<file path="src/rtl/sdram_arb_pkg.sv">
// Shared types and constants for the SDRAM request arbiter.
package sdram_arb_pkg;

  typedef enum logic [1:0] {IDLE, ISSUE, SETTLE, WAIT} state_t;

  localparam int NPORTS      = 2;
  localparam int TIMEOUT_DEF = 1023;

endpackage

</file>
<file path="src/rtl/sdram_arb_prio.sv">
// Fixed-priority one-hot grant: port 0 beats port 1 on a simultaneous request.
module sdram_arb_prio
  import sdram_arb_pkg::*;
(
  input  logic [NPORTS-1:0] req,
  output logic [NPORTS-1:0] grant
);

  always_comb begin
    grant = '0;
    if (req[0])      grant[0] = 1'b1;
    else if (req[1]) grant[1] = 1'b1;
  end

endmodule

</file>
<file path="src/rtl/sdram_arb.sv">
// Two-port byte request front-end for the SDRAM controller's edge-triggered rd/we strobes.
// SDRAM_ARB_TIMEOUT_EN adds a WAIT watchdog that forces completion and sets a sticky err.
module sdram_arb
  import sdram_arb_pkg::*;
#(
  parameter int AW      = 25,
  parameter int TIMEOUT = TIMEOUT_DEF
) (
  input  logic          clk,
  input  logic          reset,
  input  logic          p0_req,
  input  logic          p0_we,
  input  logic [AW-1:0] p0_addr,
  input  logic [7:0]    p0_din,
  output logic [7:0]    p0_dout,
  output logic          p0_ack,
  input  logic          p1_req,
  input  logic          p1_we,
  input  logic [AW-1:0] p1_addr,
  input  logic [7:0]    p1_din,
  output logic [7:0]    p1_dout,
  output logic          p1_ack,
  output logic [AW-1:0] sd_addr,
  output logic [7:0]    sd_din,
  output logic          sd_we,
  output logic          sd_rd,
  input  logic          sd_ready,
  input  logic [15:0]   sd_dout,
  output logic          busy,
  output logic          err
);

  state_t            state;
  logic              owner;
  logic              cur_we;
  logic [NPORTS-1:0] grant;
  logic              sel_we;
  logic [AW-1:0]     sel_addr;
  logic [7:0]        sel_din;
  logic [7:0]        rd_byte;
  logic [7:0]        rd_val;
  logic              tmo_hit;

  sdram_arb_prio u_prio (
    .req   ({p1_req, p0_req}),
    .grant (grant)
  );

  assign sel_we   = grant[1] ? p1_we   : p0_we;
  assign sel_addr = grant[1] ? p1_addr : p0_addr;
  assign sel_din  = grant[1] ? p1_din  : p0_din;
  assign rd_byte  = sd_addr[0] ? sd_dout[15:8] : sd_dout[7:0];
  assign rd_val   = tmo_hit ? 8'hFF : rd_byte;

`ifdef SDRAM_ARB_TIMEOUT_EN
  localparam int CW = $clog2(TIMEOUT + 1);
  logic [CW-1:0] cnt;

  // Fires on the WAIT cycle whose increment would bring the count to TIMEOUT.
  assign tmo_hit = (state == WAIT) && !sd_ready && (cnt == CW'(TIMEOUT - 1));

  always_ff @(posedge clk) begin
    if (reset) begin
      cnt <= '0;
      err <= 1'b0;
    end else begin
      if (state == ISSUE)
        cnt <= '0;
      else if (state == SETTLE || state == WAIT)
        cnt <= cnt + CW'(1);
      if (tmo_hit)
        err <= 1'b1;
    end
  end
`else
  assign tmo_hit = 1'b0;
  assign err     = 1'b0;
`endif

  always_ff @(posedge clk) begin
    if (reset) begin
      state   <= IDLE;
      owner   <= 1'b0;
      cur_we  <= 1'b0;
      sd_addr <= '0;
      sd_din  <= '0;
      sd_we   <= 1'b0;
      sd_rd   <= 1'b0;
      p0_ack  <= 1'b0;
      p1_ack  <= 1'b0;
      p0_dout <= '0;
      p1_dout <= '0;
      busy    <= 1'b0;
    end else begin
      p0_ack <= 1'b0;
      p1_ack <= 1'b0;
      case (state)
        IDLE: begin
          // sd_ready gating also holds grants off until the controller finishes init.
          if (sd_ready && (|grant)) begin
            owner   <= grant[1];
            cur_we  <= sel_we;
            sd_addr <= sel_addr;
            sd_din  <= sel_din;
            sd_we   <= sel_we;
            sd_rd   <= !sel_we;
            busy    <= 1'b1;
            state   <= ISSUE;
          end
        end
        ISSUE:  state <= SETTLE;
        SETTLE: state <= WAIT;
        WAIT: begin
          if (sd_ready || tmo_hit) begin
            sd_we <= 1'b0;
            sd_rd <= 1'b0;
            busy  <= 1'b0;
            state <= IDLE;
            if (owner) p1_ack <= 1'b1;
            else       p0_ack <= 1'b1;
            if (!cur_we) begin
              if (owner) p1_dout <= rd_val;
              else       p0_dout <= rd_val;
            end
          end
        end
        default: state <= IDLE;
      endcase
    end
  end

endmodule

</file>
<file path="config.mk">
export PLATFORM = sky130hd
export DESIGN_NAME = sdram_arb
export DESIGN_NICKNAME = d
export VERILOG_FILES = /design/src/rtl/sdram_arb_pkg.sv /design/src/rtl/sdram_arb_prio.sv /design/src/rtl/sdram_arb.sv
export SDC_FILE = /design/constraint.sdc
export NUM_CORES = 1
export LEC_CHECK = 0
export BUFFER_PORTS_ARGS = -buffer_cell sky130_fd_sc_hd__buf_2
export CORE_ASPECT_RATIO = 1.4
export CORE_MARGIN = 2
export CORE_UTILIZATION = 35
export DETAILED_ROUTE_END_ITERATION = 10
export PLACE_DENSITY = 0.76
export RECOVER_POWER = 25
export SETUP_SLACK_MARGIN = 0.3
export SLEW_MARGIN = 20
export SYNTH_ARGS = -nofsm -noshare
export SYNTH_HDL_FRONTEND = slang
export SYNTH_HIERARCHICAL = 1
export SYNTH_SLANG_ARGS = --single-unit
</file>
<file path="constraint.sdc">
create_clock -name clk -period 2.13 [get_ports clk]
set_input_delay 0.426 -clock clk [delete_from_list [all_inputs] [get_ports clk]]
set_output_delay 0.426 -clock clk [all_outputs]
set_load 0.01 [all_outputs]
</file>
# ---- Word-level counts from Yosys, hierarchy flattened
# Index checks and enable logic that the tools add are counted.
dict set report classes {
  addsub 0
  mul 0
  div_mod_pow 0
  n_lt_le_gt_ge 0
  n_eq_ne 5
  n_shift 0
  mux 19
  bitwise_logic 4
  n_reduce_logical 11
}
# operator n
set ops {}
lappend ops {{$mux W25} 1}
lappend ops {{$mux W8} 2}
lappend ops {{$mux W1} 10}
lappend ops {{$pmux W2 S4} 1}
lappend ops {{$reduce_and A4 Y1} 2}
lappend ops {{$pmux W1 S2} 3}
lappend ops {{$eq A2 B2 Y1 const B} 2}
lappend ops {{$mux W2} 2}
lappend ops {{$ne A2 B2 Y1 const B} 2}
lappend ops {{$not A1 Y1} 4}
lappend ops {{$reduce_and A2 Y1} 2}
lappend ops {{$reduce_and A3 Y1} 1}
lappend ops {{$reduce_or A3 Y1} 1}
lappend ops {{$eq A2 B1 Y1 const B} 1}
lappend ops {{$logic_not A2 Y1} 1}
lappend ops {{$reduce_bool A2 Y1} 1}
lappend ops {{$reduce_or A2 Y1} 1}
lappend ops {{$logic_and A1 B1 Y1} 1}
lappend ops {{$logic_not A1 Y1} 1}
dict set report word_totals {
  reg_bits 58
  latchBits 0
  ram_bits 0
  romBits 0
  inputBits 89
  out_inout_bits 55
  word_cells 51
  mem_count 0
}

# ---- Depth between registers and ports, before layout
# Gate-level depths: netlist of run 1.
dict set report logic_depth {
  depth_word 6
  mapped_depth 7
  mapped_depth_nobuf 5
}

# ---- Modules after synthesis
# The synthesis of run 1 kept the hierarchy.
# mod instances cells_each area_per_inst_um2 seq_area_each_um2
set by_module_without_submodules {}
lappend by_module_without_submodules {sdram_arb 1 263 2658.8 1161.1}
lappend by_module_without_submodules {sdram_arb_prio 1 2 21.3 0.0}

# ---- Least setup slack after synthesis of run 1
# Ideal clock, no wire load.
dict set report synth_timing {
  path_type {flip-flop to flip-flop}
  start {register state[0]}
  end {register busy}
  setup_time_ps 121
  t_arrival_ps 1435
  required_ps 2009
  path_slack_ps 574
  stages_incl_launch_ff 7
  n_path_buf 1
  period_less_slack_ps 1556
  cell_sequence {dfxtp_1 > inv_1 > ha_1 > o211a_1 > buf_4 > o21ba_4 > mux2_4}
}
dict set report synth_via {
  elab_chain_len 3
  word_cells_on_any_way 7
  classes_between {eq/ne (3); mux (1); reduce/logical (3)}
}
# item line
set synth_rtl {}
lappend synth_rtl {{start, declared} sdram_arb.sv:33} ;# state_t state;
lappend synth_rtl {{start signal, assigned} sdram_arb.sv:82} ;# state <= IDLE;
lappend synth_rtl {{start signal, assigned} sdram_arb.sv:108} ;# state <= ISSUE;
lappend synth_rtl {{start signal, assigned} sdram_arb.sv:111} ;# ISSUE: state <= SETTLE;
lappend synth_rtl {{$eq A2 B2 Y1 or $logic_not A2 Y1 (tied branches)} sdram_arb.sv:97} ;# case (state)
lappend synth_rtl {{$ne A2 B2 Y1 (no line) or $reduce_bool A2 Y1 (tied branches)} --}
lappend synth_rtl {{$reduce_and A3 Y1 (no line)} --}
lappend synth_rtl {{end signal, assigned} sdram_arb.sv:93} ;# busy <= 1'b0;
lappend synth_rtl {{end signal, assigned} sdram_arb.sv:107} ;# busy <= 1'b1;
lappend synth_rtl {{end signal, assigned} sdram_arb.sv:117} ;# busy <= 1'b0;
lappend synth_rtl {{end, declared} sdram_arb.sv:29} ;# output logic busy,
# Several ways; a longest one is shown, not always the timed one.
# A chain may end at the register's enable or synchronous reset.

# ---- Final worst setup path of run 1
dict set report layout_timing {
  start {register state[0]}
  end {register owner}
}
dict set report layout_via {
  elab_chain_len 2
}
# item line
set layout_rtl {}
lappend layout_rtl {{$logic_not A2 Y1} sdram_arb.sv:97}
lappend layout_rtl {{$reduce_and A2 Y1 (no line)} --}
lappend layout_rtl {{end signal, assigned} sdram_arb.sv:101} ;# owner <= grant[1];
lappend layout_rtl {{end, declared} sdram_arb.sv:34} ;# logic owner;
# Every way passes these cells.

==> summary.txt, run 1 <==
Layout
  • Most frequent cells in the layout: 116 x sky130_fd_sc_hd__buf_2, 58 x sky130_fd_sc_hd__dfxtp_1, 53 x sky130_fd_sc_hd__nor2_1, 44 x sky130_fd_sc_hd__mux2i_1, 40 x sky130_fd_sc_hd__a211oi_1
  • Count of antenna diodes in the layout: 0
  • Fraction of layout instances using a drive strength above 1: 37.44%
  • Number of non-filler instances in the completed layout: 503
  • Fillers: 733
  • Final Net Count: 495
  • Final non-filler cell area: 0.003585 mm²
  • Final Core Density: 48.40%
  • Commonest non-fill, non-tap cell in the layout: sky130_fd_sc_hd__buf_2
  • Signed area change from the synthesized netlist to the final layout: 33.75%

CTS
  • Clk pin slew, worst setup/hold paths: 0.06 ns
  • Post-CTS setup buffer count: 0
  • Number of buffers added by the clock tree synthesis step: 9
  • Maximum level of the CTS H-tree: 3
  • Buffers from clock root to sink, at most: 2
  • Total clock sinks: 58
  • CTS tree: yes
  • CTS Root Buffer Type: sky130_fd_sc_hd__clkbuf_8
  • Clock latency reported for the late side of the worst-skew pair: 0.33 ns

GRT
  • Global-route wire length before repair: 9.963 mm
  • Global-route usage over all layers: 15.14%
  • Largest net degree at the start of global routing: 47
  • Residual overflow from global routing: 0
  • Via count of the first global-routing pass: 2,187
  • Antenna violations before repair: 0

Setup path
  • Count of cells along the worst register-to-register path: 6
  • Critical path class: reg -> reg
  • Worst reg2reg path startpoint: state[0]
  • Worst path arrival time: 1.89 ns
  • Setup crit start: state[0]
  • Endpoint kind of the worst setup timing path: flip-flop
  • Largest fanout on the critical path: 23
  • Worst setup SP type: flip-flop
  • Required time at the worst-slack endpoint: 2.35 ns
  • Destination of the worst register-to-register timing path: owner
  • Register-to-register setup slack: 0.46 ns
  • Critical Path End: owner

Placement
  • I/O Buffers: 142
  • Last weighted congestion value of the routability-driven placer: 0.8448
  • Instance area after placement: 0.003412 mm²
  • Post-detailed-placement half-perimeter wirelength: 4.925 mm
  • DP Worst Slack: 0.3733 ns
  • Number of placed instances with taps included: 487

Synth
  • Xor/xnor cell area share of the yosys netlist: 0%
  • Number of flops mapped to enable cells by yosys: 0
  • Post-synthesis cell count: 265
  • Distinct cells, synth: 32
  • Syn nets: 359
  • Synth Area in Adders: 2.334%
  • Post-synthesis sequential element count: 58
  • Main combinational cell family by area after synthesis: compound AO/OA/AOI/OAI gates
  • Share of async-settable or async-resettable flops after synthesis: 0%
  • Post-synthesis area per instance: 10.11 µm²
  • Area share of and/or/nand/nor cells after synthesis: 11.72%
  • Seq/Total Area, Yosys: 43.32%
  • Share of the synthesized area in compound gates (AO/OA/AOI/OAI): 18.07%
  • Cell area after technology mapping: 0.002680 mm²
  • Post-synth top flop: sky130_fd_sc_hd__dfxtp_1
  • Share of cell area taken by muxes after synthesis: 17.55%
  • Yosys Warn Count: 6

Drt
  • Number of nets with antenna violations after detailed routing: 0
  • Post-route met1 wirelength: 2.437 mm
  • Post-route DRC violation count: 0
  • Number of DRC markers after the initial detailed-route iteration: 88
  • Detail Route met2 WL: 3.563 mm
  • Mean routed wirelength per cell: 12.79 µm
  • Drt first pass iters: 4
  • Top Layer Used: met4
  • Met3 wire length: 272 µm
  • DR vias: 2,384
  • Via density: 4.740
  • Sum of routed wire length over all layers: 6.431 mm

Power
  • Power density over the cells: 924.2 mW/mm²
  • Maximum vdd drop: 0.0004506 V
  • Power consumption: 3.313 mW
  • LEAKAGE: 1.552 nW

Flow run
  • Maximum Capacitance Violations: 0

STA
  • Final count of hold timing violations: 0
  • Maximum clock frequency: 599.4 MHz
  • Final total negative setup slack: 0 ns
  • Final setup violation count: 0
  • Count of pins over their slew limit: 0
  • Max-slew headroom: 61.92%
  • Worst hold-check slack: 0.4116 ns
  • Minimum clock period after layout: 1.668 ns
  • Slew at the pin closest to its max-slew limit: 0.5713 ns
  • Final period utilization: 78.33%
  • Worst Setup Slack, final: 0.4615 ns
  • Worst-case clock skew: 0.007036 ns
  • Setup repair after global routing missed its margin: no

Floorplanning
  • Initial cell density of the core: 36.18%
  • Area enclosed by the die boundary: 0.008383 mm²
  • Core Region: 0.007407 mm²
  • Number of top-level design ports: 144
  • Cell Rows: 37
  • Vert. Die Dim: 107.5 µm
  • Die boundary width: 77.96 µm

Min path
  • Worst hold path class: in -> reg

Run status
  • Status: complete, no violations
==> logic make-up (layout without fill, tap and decap cells) <==
| kind of cell | Yosys count | after routing |
|---|---|---|
| AO/OA/AOI/OAI | 57 | 57 |
| adder cells (fa/ha/maj) | 5 | 5 |
| buffers and inverters | 28 | 169 |
| flip-flops | 58 | 58 |
| multiplexers | 46 | 46 |
| other | 1 | 1 |
| AND/OR/NAND/NOR | 70 | 70 |
==> how the worst min path moves through the flow <==
| stage | start | endpoint | slack [ns] | cells after the start |
|---|---|---|---|---|
| global route | p0_addr[16] | sd_addr[16] | 0.43 | 3 |
| finish | sd_ready | p0_ack | 0.41 | 3 |
| detailed placement | sd_rd | sd_rd | 0.46 | 2 |
| global placement | sd_rd | sd_rd | 0.45 | 2 |
| floorplan | owner | p0_ack | 0.44 | 1 |
| CTS | sd_ready | p0_ack | 0.39 | 3 |
==> critical path, cell delays in order, from the launching register on <==
cell and delay (ns):
sky130_fd_sc_hd__dfxtp_1 0.32, sky130_fd_sc_hd__inv_1 0.13, sky130_fd_sc_hd__ha_1 0.27, sky130_fd_sc_hd__o211a_2 0.26, sky130_fd_sc_hd__buf_4 0.30, sky130_fd_sc_hd__mux2i_1 0.24, sky130_fd_sc_hd__nor2_1 0.05
==> power breakdown <==
| part | internal (mW) | switching [mW] | total (mW) |
|---|---|---|---|
| clock | 0.604 | 0.404 | 1.01 |
| sequential | 1.26 | 0.108 | 1.37 |
| combinational | 0.428 | 0.510 | 0.939 |
| total | 2.29 | 1.02 | 3.31 |
==> flip-flops by register name, indices dropped and copies added (netlist names) <==
name and count:
p0_dout 8, p1_ack 1, cur_we 1, sd_addr 25
state 2, p1_dout 8, sd_rd 1, busy 1
owner 1, sd_we 1, p0_ack 1, sd_din 8
==> layer usage <==
layer  vias up  global-route usage, %
met5         -                      0
met4         0                  9.774
met3        12                  3.104
met2        67                  26.66
met1      1085                  16.29
li1       1220                      -
==> synth_stat cells, drive strengths merged (2+ instances only) <==
cell / instances / area share (%)
nand2: 3 / 0.42
o211ai: 2 / 0.56
a211oi: 50 / 16
ha: 5 / 2.3
clkbuf: 3 / 0.47
mux2i: 44 / 16
buf: 22 / 6.0
inv: 3 / 0.42
dfxtp: 58 / 43
nor2: 53 / 7.4
nor3: 2 / 0.37
nor2b: 4 / 1.2
nand3: 2 / 0.37
mux2: 2 / 1.1
==> area by class of cell <==
class	count	area [µm²]	share of cell area, %
clock buffers	14	162.7	4.538
clock inverters	2	35.03	0.9773
inverters	3	11.26	0.3141
multi-input cells	179	1335	37.24
flip-flops and latches	58	1161	32.39
well taps	97	121.4	3.386
repair buffers	150	758.2	21.15
==> what timing repair did <==
item | 4_1_cts | 5_1_grt
gates resized for setup | 0 | 2
endpoints found under the setup margin | 0 | 23
hold buffers | 0 | 0
(Power assumes the default switching activity.)
==> run 2: changes to the inputs <==
==> constraint.sdc (replaced) <==
create_clock -name clk -period 1.7 [get_ports clk]
set_input_delay 0.34 -clock clk [delete_from_list [all_inputs] [get_ports clk]]
set_output_delay 0.34 -clock clk [all_outputs]
set_load 0.01 [all_outputs]
==> run 2 against run 1 <==
Against the previous run:
- wire length grew 3.4%
- global-route usage grew 0.42 points
- final area grew 3.9%
- combinational power grew 49%
- fmax grew 14%
- clock skew grew 0.0010 ns
- critical path depth shrank 2
- sequential cell count is the same
- final cell count grew 2.0%
- critical endpoint is now sd_we
- largest power group unchanged
==> summary.txt, run 2 (synthesis results as in run 1) <==
Floorplanning
  • Initial cell density of the core: 36.18% (unchanged)
  • Number of top-level design ports: 144 (unchanged)
  • Core Region: 0.007407 mm² (unchanged)
  • Vert. Die Dim: 107.5 µm (unchanged)
  • Die boundary width: 77.96 µm (unchanged)
  • Cell Rows: 37 (unchanged)
  • Area enclosed by the die boundary: 0.008383 mm² (unchanged)

Run status
  • Status: complete, no violations (unchanged)

Drt
  • DR vias: 2,421 (was 2,384)
  • Number of nets with antenna violations after detailed routing: 0 (unchanged)
  • Via density: 4.719 (was 4.740)
  • Mean routed wirelength per cell: 12.96 µm (was 12.79 µm)
  • Sum of routed wire length over all layers: 6.650 mm (was 6.431 mm)
  • Number of DRC markers after the initial detailed-route iteration: 74 (was 88)
  • Drt first pass iters: 4 (unchanged)
  • Post-route DRC violation count: 0 (unchanged)

STA
  • Maximum clock frequency: 682.4 MHz (was 599.4 MHz)
  • Worst-case clock skew: 0.008081 ns (was 0.007036 ns)
  • Final total negative setup slack: 0 ns (unchanged)
  • Final setup violation count: 0 (unchanged)
  • Final count of hold timing violations: 0 (unchanged)
  • Count of pins over their slew limit: 0 (unchanged)
  • Final period utilization: 86.21% (was 78.33%)
  • Worst Setup Slack, final: 0.2345 ns (was 0.4615 ns)
  • Minimum clock period after layout: 1.465 ns (was 1.668 ns)
  • Setup repair after global routing missed its margin: yes (was no)

GRT
  • Global-route usage over all layers: 15.57% (was 15.14%)
  • GR Util met1: 17.08% (was 16.29%)
  • Antenna violations before repair: 0 (unchanged)
  • GRT met2 Usage: 27.40% (was 26.66%)
  • Global-route wire length before repair: 10.22 mm (was 9.963 mm)
  • Busiest grt layer: met2 (unchanged)
  • Residual overflow from global routing: 0 (unchanged)
  • Largest net degree at the start of global routing: 33 (was 47)
  • Met3 GRT Util: 3.272% (was 3.104%)
  • Via count of the first global-routing pass: 2,295 (was 2,187)

Placement
  • DP Worst Slack: 0.1146 ns (was 0.3733 ns)
  • Last weighted congestion value of the routability-driven placer: 0.8424 (was 0.8448)
  • Number of placed instances with taps included: 489 (was 487)
  • I/O Buffers: 142 (unchanged)
  • Post-detailed-placement half-perimeter wirelength: 4.851 mm (was 4.925 mm)

Setup path
  • Cell with the largest stage delay on the worst path: sky130_fd_sc_hd__dfxtp_4 (was sky130_fd_sc_hd__dfxtp_1)
  • Required time at the worst-slack endpoint: 1.91 ns (was 2.35 ns)
  • Cells along the critical path: ha_1 -> nor2b_2 -> o21ba_4 -> mux2_4 (was inv_1 -> ha_1 -> o211a_2 -> buf_4 -> mux2i_1 -> nor2_1)
  • Largest fanout on the critical path: 6 (was 23)
  • Worst path arrival time: 1.68 ns (was 1.89 ns)
  • Endpoint kind of the worst setup timing path: flip-flop (unchanged)
  • Cell type group with the largest total delay on the critical path: flip-flops (was buffers and inverters)
  • Buffers and inverters on the worst path: 0 (was 2)
  • Worst setup SP type: flip-flop (unchanged)
  • Critical path class: reg -> reg (unchanged)
  • Longest individual stage delay on the worst path: 0.38 ns (was 0.32 ns)

Layout
  • Most frequent cells in the layout: 118 x sky130_fd_sc_hd__buf_2, 55 x sky130_fd_sc_hd__dfxtp_1, 53 x sky130_fd_sc_hd__nor2_1, 44 x sky130_fd_sc_hd__mux2i_1, 35 x sky130_fd_sc_hd__a211oi_1 (was 116 x sky130_fd_sc_hd__buf_2, 58 x sky130_fd_sc_hd__dfxtp_1, 53 x sky130_fd_sc_hd__nor2_1, 44 x sky130_fd_sc_hd__mux2i_1, 40 x sky130_fd_sc_hd__a211oi_1)
  • Fraction of layout instances using a drive strength above 1: 43.27% (was 37.44%)
  • Final Net Count: 505 (was 495)
  • Count of antenna diodes in the layout: 0 (unchanged)
  • Final Core Density: 50.29% (was 48.40%)
  • Fillers: 709 (was 733)
  • Signed area change from the synthesized netlist to the final layout: 38.98% (was 33.75%)
  • Commonest non-fill, non-tap cell in the layout: sky130_fd_sc_hd__buf_2 (unchanged)
  • Area of the multi-input gates: 0.001391 mm² (was 0.001335 mm²)
  • Flip-flop count of the largest register, all copies and words added: 25 (unchanged)
  • Number of non-filler instances in the completed layout: 513 (was 503)
  • Sequential cell area: 0.001172 mm² (was 0.001161 mm²)
  • Biggest register: sd_addr (unchanged)

CTS
  • CTS Root Buffer Type: sky130_fd_sc_hd__clkbuf_8 (unchanged)
  • Maximum level of the CTS H-tree: 3 (unchanged)
  • CTS tree: yes (unchanged)
  • Clk pin slew, worst setup/hold paths: 0.06 ns (about the same)
  • Buffers from clock root to sink, at most: 2 (unchanged)
  • Total clock sinks: 58 (unchanged)
  • Clock latency reported for the late side of the worst-skew pair: 0.33 ns (about the same)
  • Number of buffers added by the clock tree synthesis step: 9 (unchanged)
  • Hold-fix buffers, CTS: 0 (unchanged)

Min path
  • Worst hold path class: in -> reg (unchanged)

Power
  • Power density over the cells: 1132 mW/mm² (was 924.2 mW/mm²)
  • Maximum vdd drop: 0.0004936 V (was 0.0004506 V)
  • LEAKAGE: 1.599 nW (was 1.552 nW)

Flow run
  • Maximum Capacitance Violations: 0 (unchanged)
## run 2: cell types whose count changed in the layout (fill, tap and decap cells not counted), sizes merged
cell      before  now
buf          124  134
bufinv         1    0
clkbuf        40   37
clkinv         1    3
clkinvlp       0    2
## run 2: timing repair
item,4_1_cts,5_1_grt
resized for setup,10,17
pin swaps,1,1
setup buffers,3,3
setup endpoints to repair,55,53
gates cloned,0,2
## run 2: layer usage
| metal | share of wire (%) | vias up |
|---|---|---|
| li1 | - | 1243 |
| met1 | 39 | 1087 |
| met2 | 53 | 74 |
| met3 | 5.2 | 17 |
| met4 | 2.9 | 0 |
| met5 | 0 | - |
## run 2: worst register-to-register path: cells and delay by family, from the launching register on
family / cells / cell delay, ns
mux: 1 / 0.29
flops: 1 / 0.38
simple gates: 1 / 0.23
compound gates: 1 / 0.20
fa+ha+maj: 1 / 0.25
## run 2: final cells by class
| class | count | share of cell area (%) |
|---|---|---|
| multi-input combinational | 179 | 37.35 |
| inverter | 3 | 0.4367 |
| timing repair buffer | 160 | 22.88 |
| clock inverter | 5 | 0.8062 |
| clock buffer | 11 | 3.796 |
| tap | 97 | 3.258 |
| sequential | 58 | 31.47 |
## run 2: where the power goes
part	switching (mW)	total, mW	internal (mW)
Combinational	0.714	1.40	0.682
Clock	0.525	1.08	0.560
Sequential	0.145	1.74	1.59
Total	1.38	4.22	2.83
## run 2: per-stage QoR
| stage | total power, mW | hold slack (ns) | instance area [µm²] |
|---|---|---|---|
| 2_1_floorplan | 2.604 | 0.4415 | 2703 |
| 3_3_place_gp | 2.945 | 0.4609 | 3442 |
| 3_5_place_dp | 2.999 | 0.4702 | 3442 |
| 4_1_cts | 4.199 | 0.3084 | 3674 |
| 5_1_grt | 4.506 | 0.3388 | 3725 |
| 6_report | 4.216 | 0.3379 | 3725 |
## run 2: worst paths after layout
check	startpoint	end	slack, ns	cells after the start
worst min-delay path	sd_ready	p0_ack	0.34	3
worst max register to register	state[1]	sd_we	0.23	4
worst min register to register	sd_rd	sd_rd	0.48	2
worst max-delay path	state[1]	sd_we	0.23	4
==> run 3: changes to the inputs <==
--- a/config.mk
+++ b/config.mk
@@ -8,9 +8,9 @@
 export BUFFER_PORTS_ARGS = -buffer_cell sky130_fd_sc_hd__buf_2
 export CORE_ASPECT_RATIO = 1.4
 export CORE_MARGIN = 2
-export CORE_UTILIZATION = 35
+export CORE_UTILIZATION = 45
 export DETAILED_ROUTE_END_ITERATION = 10
-export PLACE_DENSITY = 0.76
+export PLACE_DENSITY = 0.91
 export RECOVER_POWER = 25
 export SETUP_SLACK_MARGIN = 0.3
 export SLEW_MARGIN = 20
==> run 3 against run 2 <==
Against the previous run:
- sequential power barely moved
- power rose by 3.3%
- non-clock buffer count fell by 2
- critical path type unchanged
==> summary.txt, run 3 (synthesis results as in run 1) <==
Run status
  • Status: complete, no violations (unchanged)

Drt
  • Met3 wire length: 216 µm (was 349 µm)
  • Mean routed wirelength per cell: 13.79 µm (was 12.96 µm)
  • Top Layer Used: met4 (unchanged)
  • DR vias: 2,501 (was 2,421)
  • Number of nets with antenna violations after detailed routing: 0 (unchanged)
  • Via density: 5.167 (was 4.719)
  • Detail Route met2 WL: 3.634 mm (was 3.493 mm)
  • Number of DRC markers after the initial detailed-route iteration: 76 (was 74)
  • Post-route DRC violation count: 0 (unchanged)
  • Post-route met1 wirelength: 2.585 mm (was 2.611 mm)
  • Drt first pass iters: 4 (unchanged)
  • Sum of routed wire length over all layers: 6.673 mm (was 6.650 mm)

Setup path
  • Worst setup SP type: flip-flop (unchanged)
  • Critical path class: reg -> reg (unchanged)
  • Register-to-register setup slack: 0.17 ns (was 0.23 ns)
  • Destination of the worst register-to-register timing path: busy (was sd_we)
  • Worst path arrival time: 1.75 ns (was 1.68 ns)
  • Count of cells along the worst register-to-register path: 5 (was 4)
  • Largest fanout on the critical path: 5 (was 6)
  • Critical Path End: busy (was sd_we)
  • Required time at the worst-slack endpoint: 1.92 ns (was 1.91 ns)
  • Worst reg2reg path startpoint: state[1] (unchanged)
  • Setup crit start: state[1] (unchanged)
  • Endpoint kind of the worst setup timing path: flip-flop (unchanged)

Layout
  • Count of antenna diodes in the layout: 0 (unchanged)
  • Final Core Density: 63.44% (was 50.29%)
  • Signed area change from the synthesized netlist to the final layout: 37.82% (was 38.98%)
  • Number of non-filler instances in the completed layout: 484 (was 513)
  • Biggest register: sd_addr (unchanged)
  • Flip-flop count of the largest register, all copies and words added: 25 (unchanged)
  • Final Net Count: 503 (was 505)
  • Commonest non-fill, non-tap cell in the layout: sky130_fd_sc_hd__buf_2 (unchanged)
  • Fraction of layout instances using a drive strength above 1: 41.55% (was 43.27%)
  • Most frequent cells in the layout: 117 x sky130_fd_sc_hd__buf_2, 56 x sky130_fd_sc_hd__dfxtp_1, 53 x sky130_fd_sc_hd__nor2_1, 44 x sky130_fd_sc_hd__mux2i_1, 38 x sky130_fd_sc_hd__a211oi_1 (was 118 x sky130_fd_sc_hd__buf_2, 55 x sky130_fd_sc_hd__dfxtp_1, 53 x sky130_fd_sc_hd__nor2_1, 44 x sky130_fd_sc_hd__mux2i_1, 35 x sky130_fd_sc_hd__a211oi_1)

Floorplanning
  • Core Region: 0.005822 mm² (was 0.007407 mm²)
  • Cell Rows: 33 (was 37)
  • Die boundary width: 69.23 µm (was 77.96 µm)
  • Number of top-level design ports: 144 (unchanged)
  • Area enclosed by the die boundary: 0.006598 mm² (was 0.008383 mm²)
  • Vert. Die Dim: 95.31 µm (was 107.5 µm)
  • Initial cell density of the core: 46.03% (was 36.18%)

GRT
  • Residual overflow from global routing: 0 (unchanged)
  • Antenna violations before repair: 0 (unchanged)
  • Largest net degree at the start of global routing: 31 (was 33)
  • Global-route usage over all layers: 19.67% (was 15.57%)
  • Global-route wire length before repair: 10.43 mm (was 10.22 mm)
  • Via count of the first global-routing pass: 2,443 (was 2,295)

Power
  • Part of the power in registers: 39.9% (was 41.2%)
  • Switching power of the nets: 1.378 mW (was 1.384 mW)
  • Maximum vdd drop: 0.0007285 V (was 0.0004936 V)
  • Combinational power share: 30.7% (was 33.1%)
  • LEAKAGE: 1.597 nW (was 1.599 nW)
  • Power density over the cells: 1179 mW/mm² (was 1132 mW/mm²)
  • Switching share of power: 31.64% (was 32.82%)
  • Clock group share of total power: 29.5% (was 25.7%)
  • Cell-internal power: 2.976 mW (was 2.832 mW)

CTS
  • Clk pin slew, worst setup/hold paths: 0.07 ns (was 0.06 ns)
  • CTS Root Buffer Type: sky130_fd_sc_hd__clkbuf_8 (unchanged)
  • CTS tree: yes (unchanged)
  • Hold-fix buffers, CTS: 0 (unchanged)
  • Total clock sinks: 58 (unchanged)
  • Clock latency reported for the late side of the worst-skew pair: 0.33 ns (about the same)
  • Buffers from clock root to sink, at most: 2 (unchanged)
  • Maximum level of the CTS H-tree: 3 (unchanged)
  • Number of buffers added by the clock tree synthesis step: 9 (unchanged)

Min path
  • Worst hold path class: in -> reg (unchanged)
  • Number of instances on the worst hold path: 3 (unchanged)

STA
  • Minimum clock period after layout: 1.532 ns (was 1.465 ns)
  • Worst Setup Slack, final: 0.1676 ns (was 0.2345 ns)
  • Final period utilization: 90.14% (was 86.21%)
  • Final total negative setup slack: 0 ns (unchanged)
  • Setup repair after global routing missed its margin: yes (unchanged)
  • Worst-case clock skew: 0.008576 ns (was 0.008081 ns)
  • Final setup violation count: 0 (unchanged)
  • Final count of hold timing violations: 0 (unchanged)
  • Maximum clock frequency: 652.6 MHz (was 682.4 MHz)
  • Count of pins over their slew limit: 0 (unchanged)

Flow run
  • Maximum Capacitance Violations: 0 (unchanged)

Placement
  • Number of placed instances with taps included: 462 (was 489)
  • DP Worst Slack: 0.1264 ns (was 0.1146 ns)
  • Last weighted congestion value of the routability-driven placer: 0.7817 (was 0.8424)
  • Post-detailed-placement half-perimeter wirelength: 4.980 mm (was 4.851 mm)
  • I/O Buffers: 142 (unchanged)
## run 3: worst min path at each step
stage | from | end
3_3_place_gp | sd_rd | sd_rd
6_report | sd_ready | p0_ack
2_1_floorplan | owner | p0_ack
4_1_cts | sd_ready | p0_ack
3_5_place_dp | owner | p0_ack
5_1_grt | sd_ready | p0_ack
## run 3: layout make-up
type                    instances  area [µm²]
multi-input cells             179        1380
inverters                       3       16.27
flip-flops and latches         58        1169
well taps                      70       87.58
clock buffers                  12       155.1
clock inverters                 4       50.05
repair buffers                158       835.8
fillers                       506        2128
## run 3: stage by stage
| step | instance area, µm² | power [mW] | hold WS, ns |
|---|---|---|---|
| floorplan | 2703 | 2.604 | 0.4415 |
| global placement | 3408 | 2.933 | 0.4549 |
| detailed placement | 3408 | 2.998 | 0.4742 |
| CTS | 3674 | 4.366 | 0.3213 |
| global route | 3694 | 4.602 | 0.3511 |
| finish | 3694 | 4.354 | 0.3478 |
## run 3: worst max-delay path, stage by stage (launching register included)
cell and delay, ns:
sky130_fd_sc_hd__dfxtp_1 0.46, sky130_fd_sc_hd__inv_4 0.06, sky130_fd_sc_hd__ha_4 0.18, sky130_fd_sc_hd__o211a_4 0.17
sky130_fd_sc_hd__o21ba_4 0.25, sky130_fd_sc_hd__mux2_4 0.30
## run 3: what timing repair did
action | 4_1_cts | 5_1_grt
endpoints found under the setup margin | 55 | 47
cloned | 0 | 1
resized for setup | 10 | 10
buffers inserted | 3 | 2
pin swaps | 1 | 0
## run 3: power groups by stage
stage | clock, mW | combinational, mW | sequential, mW
detailed placement | 0 | 1.26 | 1.74
floorplan | 0 | 0.794 | 1.81
finish | 1.28 | 1.34 | 1.74
CTS | 1.30 | 1.32 | 1.74
global placement | 0 | 1.20 | 1.73
global route | 1.36 | 1.47 | 1.77
## run 3: per-layer routing
layer	vias to the layer above	global-route usage, %
li1	1235	-
met1	1165	20.18
met2	77	36.54
met3	24	3.488
met4	0	13.07
met5	-	0
